==> config.mk <==
export PLATFORM = sky130hd
export DESIGN_NAME = memport_arbiter_flat
export DESIGN_NICKNAME = d
export VERILOG_FILES = /design/src/rtl/memport_arbiter_if.sv /design/src/rtl/memport_arbiter.sv /design/src/flat_wrapper.sv
export SDC_FILE = /design/constraint.sdc
export NUM_CORES = 1
export LEC_CHECK = 0
export ABC_AREA = 1
export BUFFER_PORTS_ARGS = -buffer_cell sky130_fd_sc_hd__clkbuf_2
export CORE_AREA = 2 2 191 193
export CTS_CLUSTER_SIZE = 10
export DETAILED_ROUTE_END_ITERATION = 8
export DIE_AREA = 0 0 193 195
export SYNTH_ARGS = -nofsm -noshare
export SYNTH_HDL_FRONTEND = slang
export SYNTH_SLANG_ARGS = --single-unit
==> constraint.sdc <==
create_clock -name clk -period 3.1 [get_ports clk]
set_clock_uncertainty 0.1 [all_clocks]
set_input_delay 0.31 -clock clk [delete_from_list [all_inputs] [get_ports clk]]
set_output_delay 0.31 -clock clk [all_outputs]
set_load 0.03 [all_outputs]
==> src/rtl/memport_arbiter_if.sv <==
// memport_arbiter_if: bundles the fetch port, data port and unified-memory port
// of memport_arbiter.
//   slave  : arbiter view (takes requests and memory responses, drives acks and memory request)
//   master : environment view (requesters and memory model)
// Fetch port  : if_req, if_addr -> if_ack, if_inst
// Data port   : dm_req, dm_we, dm_addr, dm_wdata -> dm_ack, dm_rdata
// Memory port : mem_req, mem_we, mem_addr, mem_wdata -> mem_ack, mem_rdata
// Debug       : grant_dm
interface memport_arbiter_if;
    localparam int unsigned ADDR_W = 64;
    localparam int unsigned DATA_W = 64;
    localparam int unsigned INST_W = 32;

    // Fetch port (read-only)
    logic              if_req;
    logic [ADDR_W-1:0] if_addr;
    logic              if_ack;
    logic [INST_W-1:0] if_inst;

    // Data port (read/write)
    logic              dm_req;
    logic              dm_we;
    logic [ADDR_W-1:0] dm_addr;
    logic [DATA_W-1:0] dm_wdata;
    logic              dm_ack;
    logic [DATA_W-1:0] dm_rdata;

    // Unified memory port
    logic              mem_req;
    logic              mem_we;
    logic [ADDR_W-1:0] mem_addr;
    logic [DATA_W-1:0] mem_wdata;
    logic              mem_ack;
    logic [DATA_W-1:0] mem_rdata;

    // Data-port ownership indicator
    logic              grant_dm;

    modport slave (
        input  if_req, if_addr,
        output if_ack, if_inst,
        input  dm_req, dm_we, dm_addr, dm_wdata,
        output dm_ack, dm_rdata,
        output mem_req, mem_we, mem_addr, mem_wdata,
        input  mem_ack, mem_rdata,
        output grant_dm
    );

    modport master (
        output if_req, if_addr,
        input  if_ack, if_inst,
        output dm_req, dm_we, dm_addr, dm_wdata,
        input  dm_ack, dm_rdata,
        input  mem_req, mem_we, mem_addr, mem_wdata,
        output mem_ack, mem_rdata,
        input  grant_dm
    );
endinterface

==> src/rtl/memport_arbiter.sv <==
// memport_arbiter: shares one single-ported, variable-latency memory between the
// instruction-fetch port and the data port. One requester is granted at a time;
// the memory request is held until mem_ack, then read data is returned registered
// together with a one-cycle ack pulse. Data wins ties, but after MAXDATA
// consecutive contested data grants the fetch is forced through.
// Ports:
//   clk  : clock, rising edge
//   rst  : asynchronous active-low reset
//   bus  : memport_arbiter_if.slave (fetch, data, memory and grant_dm signals)
module memport_arbiter #(
    parameter int unsigned MAXDATA = 4
) (
    input  logic                    clk,
    input  logic                    rst,
    memport_arbiter_if.slave        bus
);
    localparam int unsigned ADDR_W   = 64;
    localparam int unsigned DATA_W   = 64;
    localparam int unsigned INST_W   = 32;
    localparam int unsigned STREAK_W = 4;

    typedef enum logic [1:0] {
        IDLE   = 2'd0,
        GNT_IF = 2'd1,
        GNT_DM = 2'd2,
        RESP   = 2'd3
    } state_e;

    state_e              state_q,     state_d;
    logic [STREAK_W-1:0] streak_q,    streak_d;
    logic                if_sel_q,    if_sel_d;
    logic                mem_req_q,   mem_req_d;
    logic                mem_we_q,    mem_we_d;
    logic [ADDR_W-1:0]   mem_addr_q,  mem_addr_d;
    logic [DATA_W-1:0]   mem_wdata_q, mem_wdata_d;
    logic                if_ack_q,    if_ack_d;
    logic                dm_ack_q,    dm_ack_d;
    logic                grant_dm_q,  grant_dm_d;
    logic [INST_W-1:0]   if_inst_q,   if_inst_d;
    logic [DATA_W-1:0]   dm_rdata_q,  dm_rdata_d;

    logic                streak_at_max;
    logic                unused_addr_bits;

    // Fetch is forced through once the contested data streak reaches the limit
    assign streak_at_max = (streak_q >= STREAK_W'(MAXDATA));

    // Sub-word address bits carry no meaning for a doubleword memory
    assign unused_addr_bits = ^{bus.if_addr[1:0], bus.dm_addr[2:0]};

    // Next-state, grant latching and response formation
    always_comb begin
        state_d     = state_q;
        streak_d    = streak_q;
        if_sel_d    = if_sel_q;
        mem_req_d   = mem_req_q;
        mem_we_d    = mem_we_q;
        mem_addr_d  = mem_addr_q;
        mem_wdata_d = mem_wdata_q;
        if_ack_d    = 1'b0;
        dm_ack_d    = 1'b0;
        grant_dm_d  = grant_dm_q;
        if_inst_d   = if_inst_q;
        dm_rdata_d  = dm_rdata_q;

        case (state_q)
            IDLE: begin
                if (bus.dm_req && !(bus.if_req && streak_at_max)) begin
                    // Data grant: contested grants extend the streak, lone ones do not
                    state_d     = GNT_DM;
                    mem_req_d   = 1'b1;
                    mem_we_d    = bus.dm_we;
                    mem_addr_d  = {bus.dm_addr[ADDR_W-1:3], 3'b000};
                    mem_wdata_d = bus.dm_wdata;
                    grant_dm_d  = 1'b1;
                    if (bus.if_req) begin
                        streak_d = streak_q + STREAK_W'(1);
                    end
                end else if (bus.if_req) begin
                    // Fetch grant: always a read, remembers which word of the doubleword
                    state_d    = GNT_IF;
                    mem_req_d  = 1'b1;
                    mem_we_d   = 1'b0;
                    mem_addr_d = {bus.if_addr[ADDR_W-1:3], 3'b000};
                    if_sel_d   = bus.if_addr[2];
                    streak_d   = '0;
                    grant_dm_d = 1'b0;
                end
            end

            GNT_IF, GNT_DM: begin
                if (bus.mem_ack) begin
                    state_d    = RESP;
                    mem_req_d  = 1'b0;
                    mem_we_d   = 1'b0;
                    dm_rdata_d = bus.mem_rdata;
                    if (state_q == GNT_IF) begin
                        if_ack_d  = 1'b1;
                        if_inst_d = if_sel_q ? bus.mem_rdata[DATA_W-1:INST_W]
                                             : bus.mem_rdata[INST_W-1:0];
                    end else begin
                        dm_ack_d = 1'b1;
                    end
                end
            end

            RESP: begin
                // Requests are not looked at here, so a req still held during its ack cycle cannot re-grant
                state_d    = IDLE;
                grant_dm_d = 1'b0;
            end

            default: begin
                state_d = IDLE;
            end
        endcase
    end

    // State and output registers
    always_ff @(posedge clk or negedge rst) begin
        if (!rst) begin
            state_q     <= IDLE;
            streak_q    <= '0;
            if_sel_q    <= 1'b0;
            mem_req_q   <= 1'b0;
            mem_we_q    <= 1'b0;
            mem_addr_q  <= '0;
            mem_wdata_q <= '0;
            if_ack_q    <= 1'b0;
            dm_ack_q    <= 1'b0;
            grant_dm_q  <= 1'b0;
            if_inst_q   <= '0;
            dm_rdata_q  <= '0;
        end else begin
            state_q     <= state_d;
            streak_q    <= streak_d;
            if_sel_q    <= if_sel_d;
            mem_req_q   <= mem_req_d;
            mem_we_q    <= mem_we_d;
            mem_addr_q  <= mem_addr_d;
            mem_wdata_q <= mem_wdata_d;
            if_ack_q    <= if_ack_d;
            dm_ack_q    <= dm_ack_d;
            grant_dm_q  <= grant_dm_d;
            if_inst_q   <= if_inst_d;
            dm_rdata_q  <= dm_rdata_d;
        end
    end

    assign bus.mem_req   = mem_req_q;
    assign bus.mem_we    = mem_we_q;
    assign bus.mem_addr  = mem_addr_q;
    assign bus.mem_wdata = mem_wdata_q;
    assign bus.if_ack    = if_ack_q;
    assign bus.if_inst   = if_inst_q;
    assign bus.dm_ack    = dm_ack_q;
    assign bus.dm_rdata  = dm_rdata_q;
    assign bus.grant_dm  = grant_dm_q;

endmodule

==> src/flat_wrapper.sv <==
// flat-port wrapper written by rule: the top's interface ports become plain ports
module memport_arbiter_flat 
#(
    parameter int unsigned MAXDATA = 4
)
  (clk, rst, bus_if_req, bus_if_addr, bus_if_ack, bus_if_inst, bus_dm_req, bus_dm_we, bus_dm_addr, bus_dm_wdata, bus_dm_ack, bus_dm_rdata, bus_mem_req, bus_mem_we, bus_mem_addr, bus_mem_wdata, bus_mem_ack, bus_mem_rdata, bus_grant_dm);
  memport_arbiter_if bus_i ();
  input  logic clk;
  input  logic rst;
  input wire logic [$bits(bus_i.if_req)-1:0] bus_if_req;
  input wire logic [$bits(bus_i.if_addr)-1:0] bus_if_addr;
  output wire logic [$bits(bus_i.if_ack)-1:0] bus_if_ack;
  output wire logic [$bits(bus_i.if_inst)-1:0] bus_if_inst;
  input wire logic [$bits(bus_i.dm_req)-1:0] bus_dm_req;
  input wire logic [$bits(bus_i.dm_we)-1:0] bus_dm_we;
  input wire logic [$bits(bus_i.dm_addr)-1:0] bus_dm_addr;
  input wire logic [$bits(bus_i.dm_wdata)-1:0] bus_dm_wdata;
  output wire logic [$bits(bus_i.dm_ack)-1:0] bus_dm_ack;
  output wire logic [$bits(bus_i.dm_rdata)-1:0] bus_dm_rdata;
  output wire logic [$bits(bus_i.mem_req)-1:0] bus_mem_req;
  output wire logic [$bits(bus_i.mem_we)-1:0] bus_mem_we;
  output wire logic [$bits(bus_i.mem_addr)-1:0] bus_mem_addr;
  output wire logic [$bits(bus_i.mem_wdata)-1:0] bus_mem_wdata;
  input wire logic [$bits(bus_i.mem_ack)-1:0] bus_mem_ack;
  input wire logic [$bits(bus_i.mem_rdata)-1:0] bus_mem_rdata;
  output wire logic [$bits(bus_i.grant_dm)-1:0] bus_grant_dm;
  assign bus_i.if_req = bus_if_req;
  assign bus_i.if_addr = bus_if_addr;
  assign bus_if_ack = bus_i.if_ack;
  assign bus_if_inst = bus_i.if_inst;
  assign bus_i.dm_req = bus_dm_req;
  assign bus_i.dm_we = bus_dm_we;
  assign bus_i.dm_addr = bus_dm_addr;
  assign bus_i.dm_wdata = bus_dm_wdata;
  assign bus_dm_ack = bus_i.dm_ack;
  assign bus_dm_rdata = bus_i.dm_rdata;
  assign bus_mem_req = bus_i.mem_req;
  assign bus_mem_we = bus_i.mem_we;
  assign bus_mem_addr = bus_i.mem_addr;
  assign bus_mem_wdata = bus_i.mem_wdata;
  assign bus_i.mem_ack = bus_mem_ack;
  assign bus_i.mem_rdata = bus_mem_rdata;
  assign bus_grant_dm = bus_i.grant_dm;
  memport_arbiter #(.MAXDATA(MAXDATA)) u_core (.clk(clk), .rst(rst), .bus(bus_i));
endmodule
# Yosys cells after proc, flatten, opt, wreduce, memory -nomap -nowiden
# Cells that the tools add are included.
# totals
register_bits	236
input_bits	262
output_inout_bits	229
word_cells	62
# classes
add_sub_neg	1
order_cmp	1
n_eq_ne	5
n_mux	25
n_bitwise	1
reduce_logical	17
# op_table
op	count
2-to-1 mux 64 bit	2
2-to-1 mux 32 bit	1
2-to-1 mux 1 bit	12
2-to-1 mux 4 bit	3
AND reduction 2 bit	6
AND reduction 3 bit	3
2-to-1 mux 2 bit	3
case mux 1 bit (2 select lines)	3
case mux 2 bit (3 select lines)	1
nonzero test 2 bit	3
adder 4 x 1 -> 4 bit, second input constant	1
equality test 2 bit, second input constant	2
greater-or-equal comparator 4 x 3 -> 1 bit, second input constant	1
inequality test 3 x 2 -> 1 bit, second input constant	1
equality test 2 x 1 -> 1 bit, second input constant	1
logical AND 1 bit	2
logical NOT 2 bit	1
inequality test 2 bit, second input constant	1
OR reduction 2 bit	1
logical NOT 1 bit	1
NOT 1 bit	1

# Logic depth before layout (Yosys ltp)
# Gate-level depths: netlist of run 1.
# logic_depth
ltp_word	6
mapped_depth	8
ltp_nobuf	8

# Worst setup path before layout of run 1
# Ideal clock, no wire load.
# synth_path
path_kind	reg-to-reg
from	register u_core.state_q[0]
to	register u_core.dm_rdata_q[12], in the netlist u_core.bus.dm_rdata[12]
setup_ps	125
t_arrival_ps	1555
required_time_ps	2875
setup_slack_ps	1321
path_stages_with_launch	7
path_buffers	2
period_less_slack_ps	1779
cell_sequence	dfrtp_1 -> inv_1 -> ha_1 -> nand2_1 -> buf_2 -> buf_2 -> mux2_2
# synth_between
elab_chain_cells	3
word_cells_on_any_way	4
cone_classes	eq/ne: 2; reduce/logical: 2
# synth_rtl
element	line_no	text
from (decl)	memport_arbiter.sv:29	state_e state_q, state_d;
from (signal assigned)	memport_arbiter.sv:135	state_q <= state_d;
equality test 2 bit / equality test 2 x 1 -> 1 bit (equally long branches)	memport_arbiter.sv:66	case (state_q)
OR reduction 2 bit *	memport_arbiter.sv:66	
AND reduction 2 bit (no source line) *	--	
to (signal assigned)	memport_arbiter.sv:146	dm_rdata_q <= dm_rdata_d;
to (decl)	memport_arbiter.sv:40	logic [DATA_W-1:0] dm_rdata_q, dm_rdata_d;
# Every way passes the cells marked *; elsewhere a longest branch is shown, timed or not.
# A chain may end at the register's enable or synchronous reset.

# Worst setup path in the final report of run 1
# layout_path
from	register u_core.streak_q[3]
to	register u_core.mem_addr_q[29], in the netlist u_core.bus.mem_addr[29]
# layout_between
elab_chain_cells	6
word_cells_on_any_way	7
cone_classes	order compare: 1; mux: 1; reduce/logical: 5
# layout_rtl
element	line_no	text
from (decl)	memport_arbiter.sv:30	logic [STREAK_W-1:0] streak_q, streak_d;
from (signal assigned)	memport_arbiter.sv:136	streak_q <= streak_d;
greater-or-equal comparator 4 x 3 -> 1 bit *	memport_arbiter.sv:46	assign streak_at_max = (streak_q >= STREAK_W'(MAXDATA));
logical AND 1 bit *	memport_arbiter.sv:68	if (bus.dm_req && !(bus.if_req && streak_at_max)) begin
logical NOT 1 bit *	memport_arbiter.sv:68	
logical AND 1 bit *	memport_arbiter.sv:68	
nonzero test 2 bit (no source line)	--	
AND reduction 2 bit (no source line)	--	
to (signal assigned)	memport_arbiter.sv:140	mem_addr_q <= mem_addr_d;
to (decl)	memport_arbiter.sv:34	logic [ADDR_W-1:0] mem_addr_q, mem_addr_d;
# Marks and branches as above.

==> impl_metrics.xml, run 1 <==
<?xml version="1.0" encoding="UTF-8"?>
<metrics>
  <group name="sta">
    <metric name="worst_slew_margin_rel" unit="%">33.7</metric>
    <metric name="final_min_period_over_clock_period" unit="%">86.4</metric>
    <metric name="timing.final.crit_period" unit="ns">2.68</metric>
    <metric name="setup-violations-final" unit="">0</metric>
    <metric name="unrepaired_setup_endpoints_after_global_routing" unit="">no</metric>
    <metric name="timing.fmax" unit="MHz">373</metric>
    <metric name="hold-worst-slack" unit="ns">0.0118</metric>
    <metric name="tightestPinTransition" unit="ns">0.994</metric>
    <metric name="hold_violations" unit="">0</metric>
    <metric name="finalSetupTns" unit="ns">0</metric>
    <metric name="finalMaxSlewViolations" unit="">0</metric>
  </group>
  <group name="min_path">
    <metric name="worst_hold_path.endpoint" unit="">u_core.bus.mem_addr[61]</metric>
    <metric name="hold_path.startpoint" unit="">bus_if_addr[61]</metric>
    <metric name="worstHoldPathType" unit="">input port to flop</metric>
    <metric name="worstHoldPathCells" unit="">5</metric>
  </group>
  <group name="synth">
    <metric name="ys_seq_area_share" unit="%">55.8</metric>
    <metric name="yosysWarningCount" unit="">0</metric>
    <metric name="post_synth_xor_area_fraction" unit="%">0</metric>
    <metric name="synth-compound-area-share" unit="%">8.80</metric>
    <metric name="synthesis.area" unit="sq mm">0.0104</metric>
    <metric name="post_synth_num_cell_types" unit="">22</metric>
    <metric name="synth_simple_gate_area_share" unit="%">19.8</metric>
    <metric name="synth_seq_cells" unit="">233</metric>
    <metric name="synth.area.mux_share" unit="%">3.45</metric>
    <metric name="synth_cells" unit="">1249</metric>
    <metric name="largest_family_of_logic_cells_by_synthesized_area" unit="">simple AND/OR/NAND/NOR gates</metric>
    <metric name="synthAdderAreaFrac" unit="%">0.599</metric>
    <metric name="synth_area_per_cell" unit="sq um">8.36</metric>
  </group>
  <group name="detailed_routing">
    <metric name="drt-pass1-iter-count" unit="">5</metric>
    <metric name="drt-initial-drc-count" unit="">362</metric>
    <metric name="remaining_drc_errors" unit="">0</metric>
    <metric name="post_drt_wl_per_cell" unit="microns">15.1</metric>
    <metric name="viasPerCell" unit="">4.48</metric>
    <metric name="drtAntennaViolNets" unit="">0</metric>
    <metric name="finalWirelength" unit="microns">36300</metric>
    <metric name="detailroute.via_count" unit="">10800</metric>
  </group>
  <group name="clock_tree">
    <metric name="cts-root-buf" unit="">clkbuf_16</metric>
    <metric name="cts.htree.levels" unit="">1</metric>
    <metric name="cts_tree" unit="">built</metric>
    <metric name="worstSkewPairLatency" unit="ns">0.54</metric>
    <metric name="worst_setup_hold_path_clk_slew" unit="ns">0.06</metric>
    <metric name="max-clock-path-buffers" unit="">3</metric>
    <metric name="clock_sinks" unit="">233</metric>
    <metric name="cts-buffers-inserted" unit="">28</metric>
  </group>
  <group name="place">
    <metric name="port_buffers" unit="">482</metric>
    <metric name="placed_area" unit="sq mm">0.0134</metric>
    <metric name="hpwlAfterDp" unit="microns">24700</metric>
    <metric name="routabilityCongestion" unit="">0.786</metric>
  </group>
  <group name="grt">
    <metric name="grt_start_max_net_pins" unit="">79</metric>
    <metric name="grt_use_total" unit="%">18.6</metric>
    <metric name="globalRouteOverflowTotal" unit="">0</metric>
    <metric name="wire_length_of_the_first_global_routing_pass" unit="microns">56300</metric>
    <metric name="grt_antenna_before_repair" unit="">0</metric>
    <metric name="grt_pass1_vias" unit="">11200</metric>
  </group>
  <group name="floorplanning">
    <metric name="die_w" unit="microns">193</metric>
    <metric name="floorplan.io_pins" unit="">491</metric>
    <metric name="fp-row-count" unit="">69</metric>
    <metric name="floorplan.core_area" unit="sq mm">0.0354</metric>
    <metric name="initial_standard_cell_utilization_of_the_core" unit="%">29.5</metric>
    <metric name="die_area" unit="sq mm">0.0376</metric>
    <metric name="fp.dieH" unit="microns">195</metric>
  </group>
  <group name="final_layout">
    <metric name="nets_finish" unit="">2207</metric>
    <metric name="seqCellArea" unit="sq mm">0.00583</metric>
    <metric name="final_design_area_no_fill" unit="sq mm">0.0165</metric>
    <metric name="multi_input_logic_area" unit="sq mm">0.00345</metric>
    <metric name="diodes" unit="">0</metric>
    <metric name="fill_cells" unit="">3335</metric>
    <metric name="post-route-util" unit="%">46.6</metric>
    <metric name="syn2layout_area_growth" unit="%">57.9</metric>
    <metric name="layout-drive-gt1-share" unit="%">29.6</metric>
  </group>
  <group name="power">
    <metric name="leakage" unit="uW">0.00920</metric>
    <metric name="vdd_drop_max" unit="uV">727</metric>
    <metric name="powerDensity" unit="mW/mm^2">1030</metric>
    <metric name="tot_pwr" unit="uW">16900</metric>
  </group>
  <group name="setup_path">
    <metric name="worstReg2RegEnd" unit="">u_core.bus.mem_addr[29]</metric>
    <metric name="worst_path_max_fanout" unit="">63</metric>
    <metric name="timing_worst_setup_path_type" unit="">flop to flop</metric>
    <metric name="capturing_element_type_of_the_critical_path" unit="">flop</metric>
    <metric name="worst-endpoint-required" unit="ns">3.48</metric>
    <metric name="reg2reg_setup_slack" unit="ns">0.42</metric>
    <metric name="cp_data_arrival_time" unit="ns">3.06</metric>
    <metric name="crit_path_start_kind" unit="">flop</metric>
    <metric name="reg2reg_path_depth" unit="">8</metric>
    <metric name="timing.rr.start" unit="">u_core.streak_q[3]</metric>
  </group>
  <group name="outcome">
    <metric name="run_status" unit="">completed</metric>
  </group>
  <group name="flow_run">
    <metric name="drv.max_cap_violation_count" unit="">0</metric>
  </group>
</metrics>
[metal layers]
metal	share of wire, %	routed length (microns)	track usage, %	up-vias
li1	-	-	-	5227
met1	38	13700	20.4	4999
met2	50	18300	34.6	485
met3	8.4	3070	4.37	84
met4	3.3	1200	6.62	0
met5	0	0	0	-
[where the power goes]
group	internal, uW	switching (uW)	total (uW)	leakage [uW]
sequential	4530	871	5400	0.00287
clock	1780	1210	2990	0.000397
combinational	2640	5880	8520	0.00593
total	8950	7960	16900	0.00920
[critical path, cell delays in order (launching register included)]
cell and delay (ns):
dfrtp_1 0.41, o21ai_4 0.19, buf_4 0.60, nand2_2 0.09, buf_4 0.29, nand2_1 0.11
nand3_1 0.08, dlygate4sd3_1 0.62, nand2_1 0.06
[cell usage after synthesis]
cell        n  share of area, %
nand3_1   127               6.1
clkbuf_1   40               1.4
buf_2      28               1.3
inv_1     229               8.2
o21a_1      1             0.072
o21ai_4     1              0.16
o211ai_1   32               2.3
inv_2       1             0.036
nor3_1      1             0.048
or2_2       1             0.060
nand2_2     1             0.060
conb_1      1             0.036
buf_4       3              0.22
o21ai_1    66               3.2
nor2_2      2              0.12
o21ai_0    65               3.1
ha_1        5              0.60
buf_1       5              0.18
mux2_2     32               3.4
nor2_1      7              0.25
dfrtp_1   233                56
nand2_1   368                13
[logic make-up after synthesis]
family,Yosys count
muxes,32
adders and majority gates,5
DFF,233
buffers and inverters,306
AOI/OAI and AO/OA,165
and+or+nand+nor,507
other,1
[state kept, by name (all words and copies together), names as in the netlist, 2 cells and up]
| register | flops |
|---|---|
| u_core.bus.dm_rdata | 64 |
| u_core.bus.mem_wdata | 64 |
| u_core.bus.mem_addr | 61 |
| u_core.bus.if_inst | 32 |
| u_core.streak_q | 4 |
| u_core.state_q | 2 |
[cell type report]
type / instances / share of cell area, %
Clock buffer: 39 / 4.68
Inverter: 230 / 5.23
Multi-Input combinational cell: 712 / 20.9
Timing Repair Buffer: 735 / 30.0
Clock inverter: 2 / 0.281
Tap cell: 461 / 3.50
Sequential cell: 233 / 35.4
[cell usage in the layout, fill, tap and decap left out, types with 18 or more instances in the layout]
cell type,instances
clkbuf_2,481
clkbuf_16,28
o21ai_1,66
inv_1,229
nand3_1,126
dfrtp_1,232
dlygate4sd3_1,231
o211ai_1,32
mux2_2,32
nand2_1,367
o21ai_0,65
buf_4,18
[how the worst max path moves through the flow]
stage                        from                 endpoint  slack, ns  cells after the start
2_1_floorplan   u_core.state_q[0]  u_core.bus.dm_rdata[12]       1.32                      6
3_3_place_gp    u_core.state_q[0]  u_core.bus.mem_addr[38]       0.81                      8
3_5_place_dp    u_core.state_q[0]  u_core.bus.mem_addr[28]       0.80                      8
4_1_cts        u_core.streak_q[3]  u_core.bus.mem_addr[23]       0.47                      8
5_1_grt         u_core.state_q[0]  u_core.bus.mem_addr[39]       0.27                      8
6_report       u_core.streak_q[3]  u_core.bus.mem_addr[29]       0.42                      8
[per-stage QoR]
step	cells	worst slack (ns)
after CTS	2412	0.467
after global placement	2140	0.815
after global routing	2412	0.274
after detailed placement	2140	0.801
final	2412	0.421
after floorplan	1251	1.32
[repair_timing]
item | CTS | global route
gates resized for setup | 0 | 0
setup buffers | 0 | 0
hold buffers | 231 | 0
endpoints found under the hold margin | 279 | 0
Power figures use the tool's default switching activity.
==> run 2: changes to the inputs <==
--- a/config.mk
+++ b/config.mk
@@ -11,6 +11,8 @@
 export CTS_CLUSTER_SIZE = 10
 export DETAILED_ROUTE_END_ITERATION = 8
 export DIE_AREA = 0 0 193 195
+export REMOVE_ABC_BUFFERS = 1
 export SYNTH_ARGS = -nofsm -noshare
 export SYNTH_HDL_FRONTEND = slang
 export SYNTH_SLANG_ARGS = --single-unit
+export TNS_END_PERCENT = 100
==> run 2 against run 1 <==
Power shrank 0.12%. Non-clock buffer count grew 8. Flip-flop and latch count is the same. Worst setup slack gained 0.00093 ns. Highest routed layer unchanged. Sequential power grew 1%. First-iteration DRC count grew 15%. Sequential share of layout area shrank 0.18 points. Combinational power shrank 0.8%.
==> impl_metrics.xml, run 2 (synthesis results as in run 1) <==
<?xml version="1.0" encoding="UTF-8"?>
<metrics>
  <group name="outcome">
    <metric name="run_status" unit="">completed</metric>
  </group>
  <group name="sta">
    <metric name="finalMaxSlewViolations" unit="">0</metric>
    <metric name="finalSetupTns" unit="ns">0</metric>
    <metric name="post-route-worst-setup-slack" unit="ns">0.422</metric>
    <metric name="unrepaired_setup_endpoints_after_global_routing" unit="">no</metric>
    <metric name="final_min_period_over_clock_period" unit="%">86.4</metric>
    <metric name="worst_slew_margin_rel" unit="%">23.2</metric>
    <metric name="setup-violations-final" unit="">0</metric>
    <metric name="hold_violations" unit="">0</metric>
    <metric name="tightestPinTransition" unit="ns">1.15</metric>
    <metric name="timing.fmax" unit="MHz">373</metric>
    <metric name="timing.final.crit_period" unit="ns">2.68</metric>
  </group>
  <group name="setup_path">
    <metric name="worst-endpoint-required" unit="ns">3.48</metric>
    <metric name="reg2reg_path_depth" unit="">8</metric>
    <metric name="timing.rr.start" unit="">u_core.state_q[0]</metric>
    <metric name="capturing_element_type_of_the_critical_path" unit="">flop</metric>
    <metric name="timing_worst_setup_path_type" unit="">flop to flop</metric>
    <metric name="reg2reg_setup_slack" unit="ns">0.42</metric>
    <metric name="critical_path.startpoint" unit="">u_core.state_q[0]</metric>
    <metric name="cp_data_arrival_time" unit="ns">3.06</metric>
    <metric name="crit_path_start_kind" unit="">flop</metric>
    <metric name="worstReg2RegEnd" unit="">u_core.bus.if_inst[15]</metric>
    <metric name="setup.worst_path.end" unit="">u_core.bus.if_inst[15]</metric>
    <metric name="worst_path_max_fanout" unit="">33</metric>
  </group>
  <group name="place">
    <metric name="port_buffers" unit="">482</metric>
    <metric name="routabilityCongestion" unit="">0.815</metric>
    <metric name="hpwlAfterDp" unit="microns">23700</metric>
    <metric name="dpl_worst_slack" unit="ns">0.859</metric>
    <metric name="placed_area" unit="sq mm">0.0134</metric>
  </group>
  <group name="detailed_routing">
    <metric name="finalWirelength" unit="microns">36000</metric>
    <metric name="detailroute.via_count" unit="">10800</metric>
    <metric name="drtAntennaViolNets" unit="">0</metric>
    <metric name="drt-initial-drc-count" unit="">415</metric>
    <metric name="drt-pass1-iter-count" unit="">5</metric>
    <metric name="viasPerCell" unit="">4.48</metric>
    <metric name="post_drt_wl_per_cell" unit="microns">14.9</metric>
    <metric name="remaining_drc_errors" unit="">0</metric>
  </group>
  <group name="final_layout">
    <metric name="most-common-layout-cells" unit="">481 x clkbuf_2, 367 x nand2_1, 241 x dlygate4sd3_1</metric>
    <metric name="layout-drive-gt1-share" unit="%">29.5</metric>
    <metric name="final_design_area_no_fill" unit="sq mm">0.0166</metric>
    <metric name="post-route-util" unit="%">46.8</metric>
    <metric name="syn2layout_area_growth" unit="%">58.7</metric>
    <metric name="nets_finish" unit="">2215</metric>
    <metric name="layout_commonest_cell" unit="">clkbuf_2</metric>
  </group>
  <group name="floorplanning">
    <metric name="floorplan.core_area" unit="sq mm">0.0354</metric>
    <metric name="floorplan.io_pins" unit="">491</metric>
    <metric name="initial_standard_cell_utilization_of_the_core" unit="%">29.5</metric>
    <metric name="fp.dieH" unit="microns">195</metric>
    <metric name="die_area" unit="sq mm">0.0376</metric>
    <metric name="fp-row-count" unit="">69</metric>
    <metric name="die_w" unit="microns">193</metric>
  </group>
  <group name="power">
    <metric name="power.share.sequential" unit="%">32.4</metric>
    <metric name="share_comb_of_total_power" unit="%">50.0</metric>
    <metric name="vdd_drop_max" unit="uV">637</metric>
    <metric name="power.share.clock" unit="%">17.6</metric>
    <metric name="power.switching" unit="uW">7980</metric>
    <metric name="switching_share" unit="%">47.3</metric>
    <metric name="leakage" unit="uW">0.00922</metric>
    <metric name="powerDensity" unit="mW/mm^2">1020</metric>
    <metric name="cellInternalPower" unit="uW">8910</metric>
  </group>
  <group name="grt">
    <metric name="wire_length_of_the_first_global_routing_pass" unit="microns">56600</metric>
    <metric name="globalRouteOverflowTotal" unit="">0</metric>
    <metric name="grt_pass1_vias" unit="">11300</metric>
    <metric name="grt_start_max_net_pins" unit="">100</metric>
    <metric name="grt_antenna_before_repair" unit="">2</metric>
    <metric name="grt_use_total" unit="%">18.6</metric>
  </group>
  <group name="clock_tree">
    <metric name="clock_sinks" unit="">233</metric>
    <metric name="worst_setup_hold_path_clk_slew" unit="ns">0.06</metric>
    <metric name="cts-root-buf" unit="">clkbuf_16</metric>
    <metric name="max-clock-path-buffers" unit="">3</metric>
    <metric name="cts_tree" unit="">built</metric>
    <metric name="worstSkewPairLatency" unit="ns">0.54</metric>
    <metric name="cts.htree.levels" unit="">1</metric>
    <metric name="cts-buffers-inserted" unit="">28</metric>
    <metric name="postCtsResizedCells" unit="">0</metric>
  </group>
  <group name="flow_run">
    <metric name="drv.max_cap_violation_count" unit="">0</metric>
  </group>
  <group name="min_path">
    <metric name="hold_path.startpoint" unit="">bus_dm_addr[24]</metric>
    <metric name="worstHoldPathType" unit="">input port to flop</metric>
  </group>
</metrics>
run 2: how the worst min path moves through the flow:
stage / cells after the start / endpoint
6_report: 5 / u_core.bus.mem_addr[24]
5_1_grt: 5 / u_core.bus.mem_addr[34]
4_1_cts: 5 / u_core.bus.mem_addr[34]
3_5_place_dp: 1 / u_core.bus.if_inst[22]
3_3_place_gp: 1 / u_core.bus.if_inst[22]
2_1_floorplan: 0 / u_core.bus.dm_ack
run 2: metrics by stage:
stage	hold slack, ns	total power [uW]	instances
2_1_floorplan	-0.0856	10700	1175
3_3_place_gp	0.335	13400	2138
3_5_place_dp	0.340	13500	2138
4_1_cts	0.000473	17000	2419
5_1_grt	0.0301	18000	2421
6_report	0.0194	16900	2421
run 2: power by group through the flow:
stage               Clock (uW)  Sequential (uW)  Combinational [uW]
finish                    2980             5460                8450
CTS                       3080             5430                8490
global route              3200             5630                9180
global placement             0             5410                7960
detailed placement           0             5450                8070
floorplan                    0             8160                2510
run 2: metal layers:
metal / up-vias / track usage [%] / part of all wire [%]
li1: 5238 / - / -
met1: 5029 / 21.1 / 40
met2: 475 / 33.4 / 48
met3: 97 / 3.85 / 7.9
met4: 0 / 8.31 / 3.9
met5: - / 0 / 0
run 2: repair_timing:
| item | in CTS | in global routing |
|---|---|---|
| buffers inserted | 0 | 0 |
| hold endpoints to repair | 311 | 0 |
| hold buffers | 241 | 0 |
run 2: final cells by class:
type	instances	area [sq um]
flip-flops and latches	233	5830
diodes	2	5.00
fillers	3277	18800
inverters	230	863
well taps	461	577
multi-input cells	712	3450
repair buffers	743	5050
clock inverters	2	10.0
clock buffers	38	790
run 2: worst max-delay path: stages, from the launching register on:
cell,delay (ns)
dfrtp_1,0.40
inv_1,0.09
ha_1,0.37
nand2_4,0.25
nor2_2,0.18
buf_4,0.40
o211ai_1,0.14
dlygate4sd3_1,0.59
nand2_1,0.06
==> run 3: changes to the inputs <==
--- a/config.mk
+++ b/config.mk
@@ -5,12 +5,11 @@
 export SDC_FILE = /design/constraint.sdc
 export NUM_CORES = 1
 export LEC_CHECK = 0
-export ABC_AREA = 1
 export BUFFER_PORTS_ARGS = -buffer_cell sky130_fd_sc_hd__clkbuf_2
-export CORE_AREA = 2 2 191 193
+export CORE_AREA = 2 2 194 196
 export CTS_CLUSTER_SIZE = 10
 export DETAILED_ROUTE_END_ITERATION = 8
-export DIE_AREA = 0 0 193 195
+export DIE_AREA = 0 0 196 198
 export REMOVE_ABC_BUFFERS = 1
 export SYNTH_ARGS = -nofsm -noshare
 export SYNTH_HDL_FRONTEND = slang
==> run 3 against run 2 <==
First-iteration DRC count fell by 11%. Cell count fell by 17%. Synthesized cell count fell by 35%. Synthesized area fell by 3.0%. Die area rose by 3.1%. Wire length fell by 1.9%. Register-to-register slack got worse by 0.29 ns.
==> impl_metrics.xml, run 3 <==
<?xml version="1.0" encoding="UTF-8"?>
<metrics>
  <group name="clock_tree">
    <metric name="cts-buffers-inserted" unit="">27</metric>
    <metric name="worst_setup_hold_path_clk_slew" unit="ns">0.05</metric>
    <metric name="max-clock-path-buffers" unit="">3</metric>
    <metric name="clock_sinks" unit="">233</metric>
    <metric name="cts_post_setup_buffers_inserted" unit="">0</metric>
    <metric name="worstSkewPairLatency" unit="ns">0.53</metric>
    <metric name="cts-root-buf" unit="">clkbuf_16</metric>
    <metric name="cts_tree" unit="">built</metric>
    <metric name="cts.htree.levels" unit="">1</metric>
  </group>
  <group name="power">
    <metric name="leakage" unit="uW">0.00807</metric>
    <metric name="vdd_drop_max" unit="uV">554</metric>
    <metric name="powerDensity" unit="mW/mm^2">1110</metric>
  </group>
  <group name="detailed_routing">
    <metric name="post_drt_wl_per_cell" unit="microns">17.5</metric>
    <metric name="drt-pass1-iter-count" unit="">5</metric>
    <metric name="finalWirelength" unit="microns">35300</metric>
    <metric name="drtAntennaViolNets" unit="">0</metric>
    <metric name="viasPerCell" unit="">4.65</metric>
    <metric name="detailroute.via_count" unit="">9362</metric>
    <metric name="remaining_drc_errors" unit="">0</metric>
    <metric name="drt-initial-drc-count" unit="">371</metric>
  </group>
  <group name="setup_path">
    <metric name="cp_data_arrival_time" unit="ns">3.28</metric>
    <metric name="worst-endpoint-required" unit="ns">3.41</metric>
    <metric name="timing.rr.start" unit="">u_core.streak_q[3]</metric>
    <metric name="critical_path.startpoint" unit="">u_core.streak_q[3]</metric>
    <metric name="timing_worst_setup_path_type" unit="">flop to flop</metric>
    <metric name="crit_path_start_kind" unit="">flop</metric>
    <metric name="capturing_element_type_of_the_critical_path" unit="">flop</metric>
    <metric name="worst_path_max_fanout" unit="">62</metric>
  </group>
  <group name="sta">
    <metric name="finalSetupTns" unit="ns">0</metric>
    <metric name="timing.fmax" unit="MHz">337</metric>
    <metric name="setup-violations-final" unit="">0</metric>
    <metric name="final_min_period_over_clock_period" unit="%">95.6</metric>
    <metric name="tightestPinTransition" unit="ns">0.903</metric>
    <metric name="unrepaired_setup_endpoints_after_global_routing" unit="">no</metric>
    <metric name="hold_violations" unit="">0</metric>
    <metric name="finalMaxSlewViolations" unit="">0</metric>
    <metric name="worst_slew_margin_rel" unit="%">39.8</metric>
    <metric name="timing.final.crit_period" unit="ns">2.96</metric>
  </group>
  <group name="place">
    <metric name="hpwlAfterDp" unit="microns">23000</metric>
    <metric name="routabilityCongestion" unit="">0.833</metric>
    <metric name="port_buffers" unit="">482</metric>
  </group>
  <group name="synth">
    <metric name="synthTopCellsByArea" unit="">dfrtp_1 58%, mux2_4 8.9%, mux2_2 7.8%, nand2_1 5.9%, o211ai_1 4.5%</metric>
    <metric name="synth_commonest_cells" unit="">233 x dfrtp_1, 160 x nand2_1, 70 x mux2_2</metric>
    <metric name="synth_top_flop_cell" unit="">dfrtp_1</metric>
    <metric name="post_synth_num_cell_types" unit="">33</metric>
    <metric name="postSynth.asyncResetShare" unit="%">100</metric>
    <metric name="ys_seq_area_share" unit="%">57.5</metric>
    <metric name="synth_cells" unit="">818</metric>
    <metric name="synthesis.area" unit="sq mm">0.0101</metric>
    <metric name="yosysWarningCount" unit="">0</metric>
    <metric name="synth.top_cell.area_share" unit="%">57.5</metric>
    <metric name="synth_area_per_cell" unit="sq um">12.4</metric>
    <metric name="synth-edff-count" unit="">0</metric>
    <metric name="synth_largest_area_cell" unit="">dfrtp_1</metric>
    <metric name="synth_seq_cells" unit="">233</metric>
    <metric name="synth.most_common_cell" unit="">dfrtp_1</metric>
  </group>
  <group name="final_layout">
    <metric name="most-common-layout-cells" unit="">481 x clkbuf_2, 250 x dlygate4sd3_1, 232 x dfrtp_1</metric>
    <metric name="diodes" unit="">0</metric>
    <metric name="syn2layout_area_growth" unit="%">60.8</metric>
    <metric name="fill_cells" unit="">3332</metric>
    <metric name="nets_finish" unit="">1801</metric>
    <metric name="layout-drive-gt1-share" unit="%">44.0</metric>
    <metric name="layout_commonest_cell" unit="">clkbuf_2</metric>
    <metric name="post-route-util" unit="%">44.1</metric>
  </group>
  <group name="min_path">
    <metric name="worstHoldPathType" unit="">input port to flop</metric>
    <metric name="hold_path.startpoint" unit="">bus_dm_addr[16]</metric>
  </group>
  <group name="floorplanning">
    <metric name="floorplan.io_pins" unit="">491</metric>
    <metric name="initial_standard_cell_utilization_of_the_core" unit="%">27.4</metric>
    <metric name="die_area" unit="sq mm">0.0388</metric>
    <metric name="floorplan.core_area" unit="sq mm">0.0370</metric>
    <metric name="die_w" unit="microns">196</metric>
    <metric name="fp-row-count" unit="">71</metric>
    <metric name="fp.dieH" unit="microns">198</metric>
  </group>
  <group name="grt">
    <metric name="wire_length_of_the_first_global_routing_pass" unit="microns">53900</metric>
    <metric name="grt_pass1_vias" unit="">9746</metric>
    <metric name="grt_antenna_before_repair" unit="">0</metric>
    <metric name="grt_start_max_net_pins" unit="">89</metric>
    <metric name="grt_use_total" unit="%">17.4</metric>
    <metric name="globalRouteOverflowTotal" unit="">0</metric>
  </group>
  <group name="outcome">
    <metric name="run_status" unit="">completed</metric>
  </group>
  <group name="flow_run">
    <metric name="drv.max_cap_violation_count" unit="">0</metric>
  </group>
</metrics>
run 3: final cells by class:
type	count	area [sq um]	share of cell area [%]
sequential	233	5830	35.8
clock inverter	1	8.76	0.0538
timing repair buffer	756	5210	32.0
tap	474	593	3.64
multi-input combinational	513	3910	24.0
clock buffer	32	724	4.45
inverter	3	11.3	0.0691
run 3: power breakdown:
| group | total [uW] | internal [uW] | switching, uW |
|---|---|---|---|
| Combinational | 9690 | 3900 | 5790 |
| Clock | 2790 | 1610 | 1180 |
| Sequential | 5530 | 4570 | 960 |
| Total | 18000 | 10100 | 7930 |
run 3: cells by family after synthesis:
family          after synthesis  share of synthesized area (%)
buf+inv                      74                           4.12
mux                         163                           19.9
fa+ha+maj                     5                          0.617
flops                       233                           57.5
compound gates              107                           7.13
simple gates                235                           10.6
other cells                   1                         0.0370
run 3: worst max-delay path: stages, from the launching register on:
cell and delay (ns):
dfrtp_1 0.41, o21ai_4 0.55, buf_6 0.45, and2_2 0.24, buf_12 0.27, o211ai_1 0.17
dlygate4sd3_1 0.58
run 3: worst paths after layout:
check,slack (ns),depth (start not counted),end
min in group asynchronous,0.31,2,u_core.bus.dm_rdata[51]
hold reg to reg,0.38,1,u_core.bus.mem_req
setup / recovery,0.14,6,u_core.bus.mem_addr[37]
max in group asynchronous,1.74,3,u_core.bus.mem_addr[23]
hold / removal,0.04,3,u_core.bus.mem_addr[16]
setup reg to reg,0.14,6,u_core.bus.mem_addr[37]
run 3: through the flow:
| step | total power, uW | cells | cell area [sq um] | hold slack, ns | setup WS [ns] |
|---|---|---|---|---|---|
| 3_3_place_gp | 14100 | 1729 | 13100 | 0.283 | 0.645 |
| 3_5_place_dp | 14300 | 1729 | 13100 | 0.283 | 0.632 |
| 5_1_grt | 19000 | 2012 | 16300 | 0.0278 | 0.0332 |
| 2_1_floorplan | 11300 | 749 | 9730 | -0.0856 | -0.603 |
| 4_1_cts | 18000 | 2012 | 16300 | 0.00153 | 0.0888 |
| 6_report | 18000 | 2012 | 16300 | 0.0398 | 0.136 |
run 3: what timing repair did:
action | CTS | global route
endpoints found under the setup margin | 0 | 58
endpoints found under the hold margin | 297 | 0
hold buffers | 250 | 0
gates resized for setup | 0 | 1
run 3: routing by layer:
| metal | GRT usage (%) | share of wire [%] | routed length, microns |
|---|---|---|---|
| met3 | 3.44 | 7.3 | 2590 |
| met5 | 0 | 0.017 | 6 |
| met4 | 5.67 | 2.9 | 1010 |
| met2 | 30.7 | 50 | 17500 |
| met1 | 21.4 | 40 | 14200 |
